File: config.mk
export PLATFORM = sky130hd
export DESIGN_NAME = wide_add_seq
export DESIGN_NICKNAME = d
export VERILOG_FILES = /design/src/rtl/wide_add_seq.sv
export SDC_FILE = /design/constraint.sdc
export NUM_CORES = 1
export LEC_CHECK = 0
export BUFFER_PORTS_ARGS = -buffer_cell sky130_fd_sc_hd__buf_4
export CORE_MARGIN = 2
export CORE_UTILIZATION = 35
export DETAILED_ROUTE_END_ITERATION = 8
export GPL_TIMING_DRIVEN = 1
export PLACE_DENSITY = 0.67
export SLEW_MARGIN = 20
export SYNTH_ARGS = -nofsm -noshare
export SYNTH_HDL_FRONTEND = slang
export SYNTH_SLANG_ARGS = --single-unit
File: constraint.sdc
create_clock -name clk -period 13.15 [get_ports clk]
set_input_delay 1.9725 -clock clk [delete_from_list [all_inputs] [get_ports clk]]
set_output_delay 1.9725 -clock clk [all_outputs]
set_load 0.01 [all_outputs]
File: src/rtl/wide_add_seq.sv
// Multi-cycle 64-bit (WORDS x 16-bit) add/subtract sequencer driving an external
// combinational 16-bit adder one slice per cycle, least-significant slice first.
module wide_add_seq #(
    parameter int WORDS   = 4,
    parameter int SLICE_W = 16
) (
    input  logic                     clk,
    input  logic                     rst,
    input  logic                     req_valid,
    output logic                     req_ready,
    input  logic [WORDS*SLICE_W-1:0] req_a,
    input  logic [WORDS*SLICE_W-1:0] req_b,
    input  logic                     req_sub,
    input  logic                     req_cin,
    output logic [SLICE_W-1:0]       add_a,
    output logic [SLICE_W-1:0]       add_b,
    output logic                     add_cin,
    input  logic [SLICE_W-1:0]       add_s,
    input  logic                     add_cout,
    output logic                     rsp_valid,
    input  logic                     rsp_ready,
    output logic [WORDS*SLICE_W-1:0] rsp_sum,
    output logic                     rsp_cout,
    output logic                     rsp_ovf
);

    localparam int         W      = WORDS * SLICE_W;
    localparam logic [2:0] K_LAST = 3'(WORDS - 1);

    typedef enum logic [1:0] {IDLE, RUN, DONE} state_t;

    state_t     state;
    state_t     state_next;
    logic [2:0] k;
    logic       carry;
    logic [W-1:0] a_reg;
    logic [W-1:0] b_reg;
    logic [W-1:0] sum_reg;
    logic       cout_reg;
    logic       ovf_reg;
    logic       last;

    assign last     = (k == K_LAST);
    assign rsp_sum  = sum_reg;
    assign rsp_cout = cout_reg;
    assign rsp_ovf  = ovf_reg;

    always_ff @(posedge clk or posedge rst) begin
        if (rst) begin
            state <= IDLE;
        end else begin
            state <= state_next;
        end
    end

    always_comb begin
        state_next = state;
        case (state)
            IDLE:    if (req_valid) state_next = RUN;
            RUN:     if (last)      state_next = DONE;
            DONE:    if (rsp_ready) state_next = IDLE;
            default: state_next = IDLE;
        endcase
    end

    // Adder inputs are steered only during RUN; elsewhere they rest at zero.
    always_comb begin
        req_ready = 1'b0;
        rsp_valid = 1'b0;
        add_a     = '0;
        add_b     = '0;
        add_cin   = 1'b0;
        case (state)
            IDLE: req_ready = !rst;
            RUN: begin
                add_cin = carry;
                for (int i = 0; i < WORDS; i++) begin
                    if (k == i[2:0]) begin
                        add_a = a_reg[i*SLICE_W +: SLICE_W];
                        add_b = b_reg[i*SLICE_W +: SLICE_W];
                    end
                end
            end
            DONE:    rsp_valid = 1'b1;
            default: ;
        endcase
    end

    // Subtract is A + ~B + 1: invert B once at acceptance and seed the carry with 1.
    always_ff @(posedge clk or posedge rst) begin
        if (rst) begin
            k        <= '0;
            carry    <= 1'b0;
            a_reg    <= '0;
            b_reg    <= '0;
            sum_reg  <= '0;
            cout_reg <= 1'b0;
            ovf_reg  <= 1'b0;
        end else begin
            case (state)
                IDLE: begin
                    if (req_valid) begin
                        a_reg <= req_a;
                        b_reg <= req_sub ? ~req_b : req_b;
                        carry <= req_sub | req_cin;
                        k     <= '0;
                    end
                end
                RUN: begin
                    for (int i = 0; i < WORDS; i++) begin
                        if (k == i[2:0]) begin
                            sum_reg[i*SLICE_W +: SLICE_W] <= add_s;
                        end
                    end
                    carry <= add_cout;
                    k     <= k + 3'd1;
                    if (last) begin
                        cout_reg <= add_cout;
                        ovf_reg  <= (a_reg[W-1] == b_reg[W-1]) &&
                                    (add_s[SLICE_W-1] != a_reg[W-1]);
                    end
                end
                default: ;
            endcase
        end
    end

endmodule

==> flow_metrics.env <==
export IMPL_finalSetupTns_ps=0
export IMPL_synth_nets=1008
export IMPL_io_pins=252
export IMPL_cts_resized_gates=0
export IMPL_place_area_um2=11000
export IMPL_end_kind="output port"
export IMPL_n_fill_cell=2430
export IMPL_power_mw=2.83
export IMPL_arrival_ps=3050
export IMPL_status="finished clean"
export IMPL_cts_sinks=200
export IMPL_grt_pass1_vias=6747
export IMPL_path_buf_inv=2
export IMPL_cp_required_ps=11180
export IMPL_drt_initial_drc_count=418
export IMPL_ir_worst_vdd_uv=101
export IMPL_syn_inst=852
export IMPL_place_ws_ps=8610
export IMPL_synth_xor_area_share_pct=6.30
export IMPL_hpwl_um=16300
export IMPL_root_buffer="clkbuf_16"
export IMPL_grt_ovfl_total=0
export IMPL_tightest_slew_ps=1050
export IMPL_synthArstFlopShare_pct=100
export IMPL_crit_type="flip-flop to output port"
export IMPL_p_per_area_nw_per_um2=245
export IMPL_crit_path_max_fanout=34
export IMPL_grt_pass1_wl_um=37600
export IMPL_synth_area_per_cell_um2=10.4
export IMPL_synth_top_family_by_area="simple AND/OR/NAND/NOR gates"
export IMPL_synth_adder_area_share_pct=0.704
export IMPL_routed_via_density=4.86
export IMPL_seq_area_frac_synth_pct=56.3
export IMPL_setup_viol=0
export IMPL_numPortBuffers=251
export IMPL_drc=0
export IMPL_setup_slack_ps=8120
export IMPL_stdcell_area_um2=11600
export IMPL_fin_util_pct=46.2
export IMPL_relSlewSlack_pct=29.8
export IMPL_ctsHoldBuffers=0
export IMPL_num_rows=58
export IMPL_slowest_stage="ha_2"
export IMPL_vias=6848
export IMPL_postCtsSetupRepairBufs=0
export IMPL_wl_per_cell_um=17.2
export IMPL_fin_worst_skew_ps=9.84
export IMPL_synth_mux_area_fraction_pct=8.23
export IMPL_synth_simple_gate_area_share_pct=12.3
export IMPL_final_nets=1221
export IMPL_cts_tree="done"
export IMPL_cap_violations=0
export IMPL_clock_path_buffers=2
export IMPL_slowest_delay_ps=790
export IMPL_slew_violations=0
export IMPL_die_area_um2=26700
export IMPL_gr_usage_all_layers_pct=18.3
export IMPL_synthFlopType="dfrtp_1"
export IMPL_firstDrtPassIters=4
export IMPL_gp_congestion=0.822
export IMPL_synth_warnings=0
export IMPL_p_leak_nw=5.45
export IMPL_finalCritPeriodShare_pct=38.2
export IMPL_fmax_mhz=199
export IMPL_finalHoldViolations=0
export IMPL_area_growth_pct=30.0
export IMPL_coreArea_um2=25000
export IMPL_synth_compound_area_share_pct=12.3
export IMPL_antenna_found_initial=2
export IMPL_antenna_left=0
export IMPL_rsz0062_at_grt="false"
export IMPL_die_w_um=163
export IMPL_clk_pin_slew_ps=70
export IMPL_start_util_pct=35.5
export IMPL_wl_um=24200
export IMPL_die_y_um=163
export IMPL_syn_area_um2=8890
export IMPL_cts_htree_levels=4
export IMPL_path_cells="inv_1, ha_2, nor2b_4, a221oi_1, o2bb2ai_1, buf_4"
export IMPL_synth_seq_cells=200
export IMPL_grt_max_degree=132
export IMPL_synth_edf_count=0
export IMPL_hold_class="flip-flop to flip-flop"
export IMPL_cp_top_family="adder cells"
export IMPL_ys_types=31
export IMPL_start_kind="flip-flop"
export IMPL_drive_above_1_share_pct=33.7
export IMPL_clk_latency_ps=420
export IMPL_min_period_ps=5030
export IMPL_cts_buffers=17
-- metal layers --
layer  routed length (um)  track usage [%]  part of all wire, %  vias up
met2                11100             28.6                   46      207
li1                     -                -                    -     3301
met5                   10                0                0.041        -
met3                 1520             4.42                  6.3       16
met1                11200             25.5                   46     3322
met4                  329             4.59                  1.4        2
-- stage by stage --
step	std cells	hold WS [ps]
2_1_floorplan	852	440
3_3_place_gp	1375	454
3_5_place_dp	1376	457
4_1_cts	1407	475
5_1_grt	1407	495
6_report	1408	470
-- final cells by class --
cell class	count	area (um^2)	area share [%]
sequential	200	5000	43.3
multi-input combinational	581	3570	30.9
timing repair buffer	259	1950	16.8
clock buffer	18	429	3.71
tap	330	413	3.57
clock inverter	13	168	1.45
inverter	6	30.0	0.260
antenna	1	2.50	0.0216
-- cells by family after synthesis --
group / Yosys count
AND/OR/NAND/NOR: 278
flip-flops: 200
AO/OA/AOI/OAI: 169
buffers and inverters: 71
multiplexers: 65
XOR/XNOR: 64
adder cells (fa/ha/maj): 5
-- layout by cell type, fill, tap and decap left out, types with 2 or more instances in the layout --
cell type	Yosys	final
nand2_1	259	259
o2bb2ai_1	32	32
dfrtp_1	200	200
clkbuf_16	0	17
inv_1	6	5
inv_8	0	2
o21ai_0	102	102
nand3_1	2	2
ha_1	5	4
a221oi_1	32	32
and3_1	2	2
bufinv_16	0	3
buf_4	3	258
inv_6	0	4
clkinv_2	0	3
nand2b_1	3	3
mux2_2	65	65
xnor2_1	64	64
nor2_1	2	2
-- path summary, 6_finish.rpt --
| check | from | endpoint | slack, ps | depth (start not counted) |
|---|---|---|---|---|
| setup reg to reg | state[1] | b_reg[10] | 10420 | 4 |
| min in group asynchronous | rst | rsp_sum[21] | 1720 | 2 |
| hold reg to reg | a_reg[40] | a_reg[40] | 470 | 2 |
| setup / recovery | k[1] | add_b[4] | 8120 | 6 |
| max in group asynchronous | rst | a_reg[19] | 9970 | 3 |
| hold / removal | a_reg[40] | a_reg[40] | 470 | 2 |
-- worst reg2reg max path, cell delays in order (launching register included) --
cell,delay [ps]
dfrtp_1,530
or3b_4,190
buf_4,710
buf_4,850
o21ai_0,290
-- cells in the mapped netlist (2+ instances only) --
cell type | count | share of area (%)
a221oi_1 | 32 | 3.2
and3_1 | 2 | 0.14
buf_1 | 2 | 0.084
buf_2 | 18 | 1.0
buf_4 | 3 | 0.25
buf_6 | 6 | 0.76
clkbuf_1 | 36 | 1.5
dfrtp_1 | 200 | 56
ha_1 | 5 | 0.70
inv_1 | 6 | 0.25
mux2_2 | 65 | 8.2
nand2_1 | 259 | 11
nand2b_1 | 3 | 0.21
nand3_1 | 2 | 0.11
nor2_1 | 2 | 0.084
o21ai_0 | 102 | 5.7
o2bb2ai_1 | 32 | 3.2
xnor2_1 | 64 | 6.3
-- report_power, final --
| group | switching (mW) | internal, mW |
|---|---|---|
| logic | 0.647 | 0.557 |
| registers | 0.168 | 0.919 |
| clock network | 0.241 | 0.302 |
| total | 1.06 | 1.78 |
No activity file was read; power rests on OpenSTA's default activity.
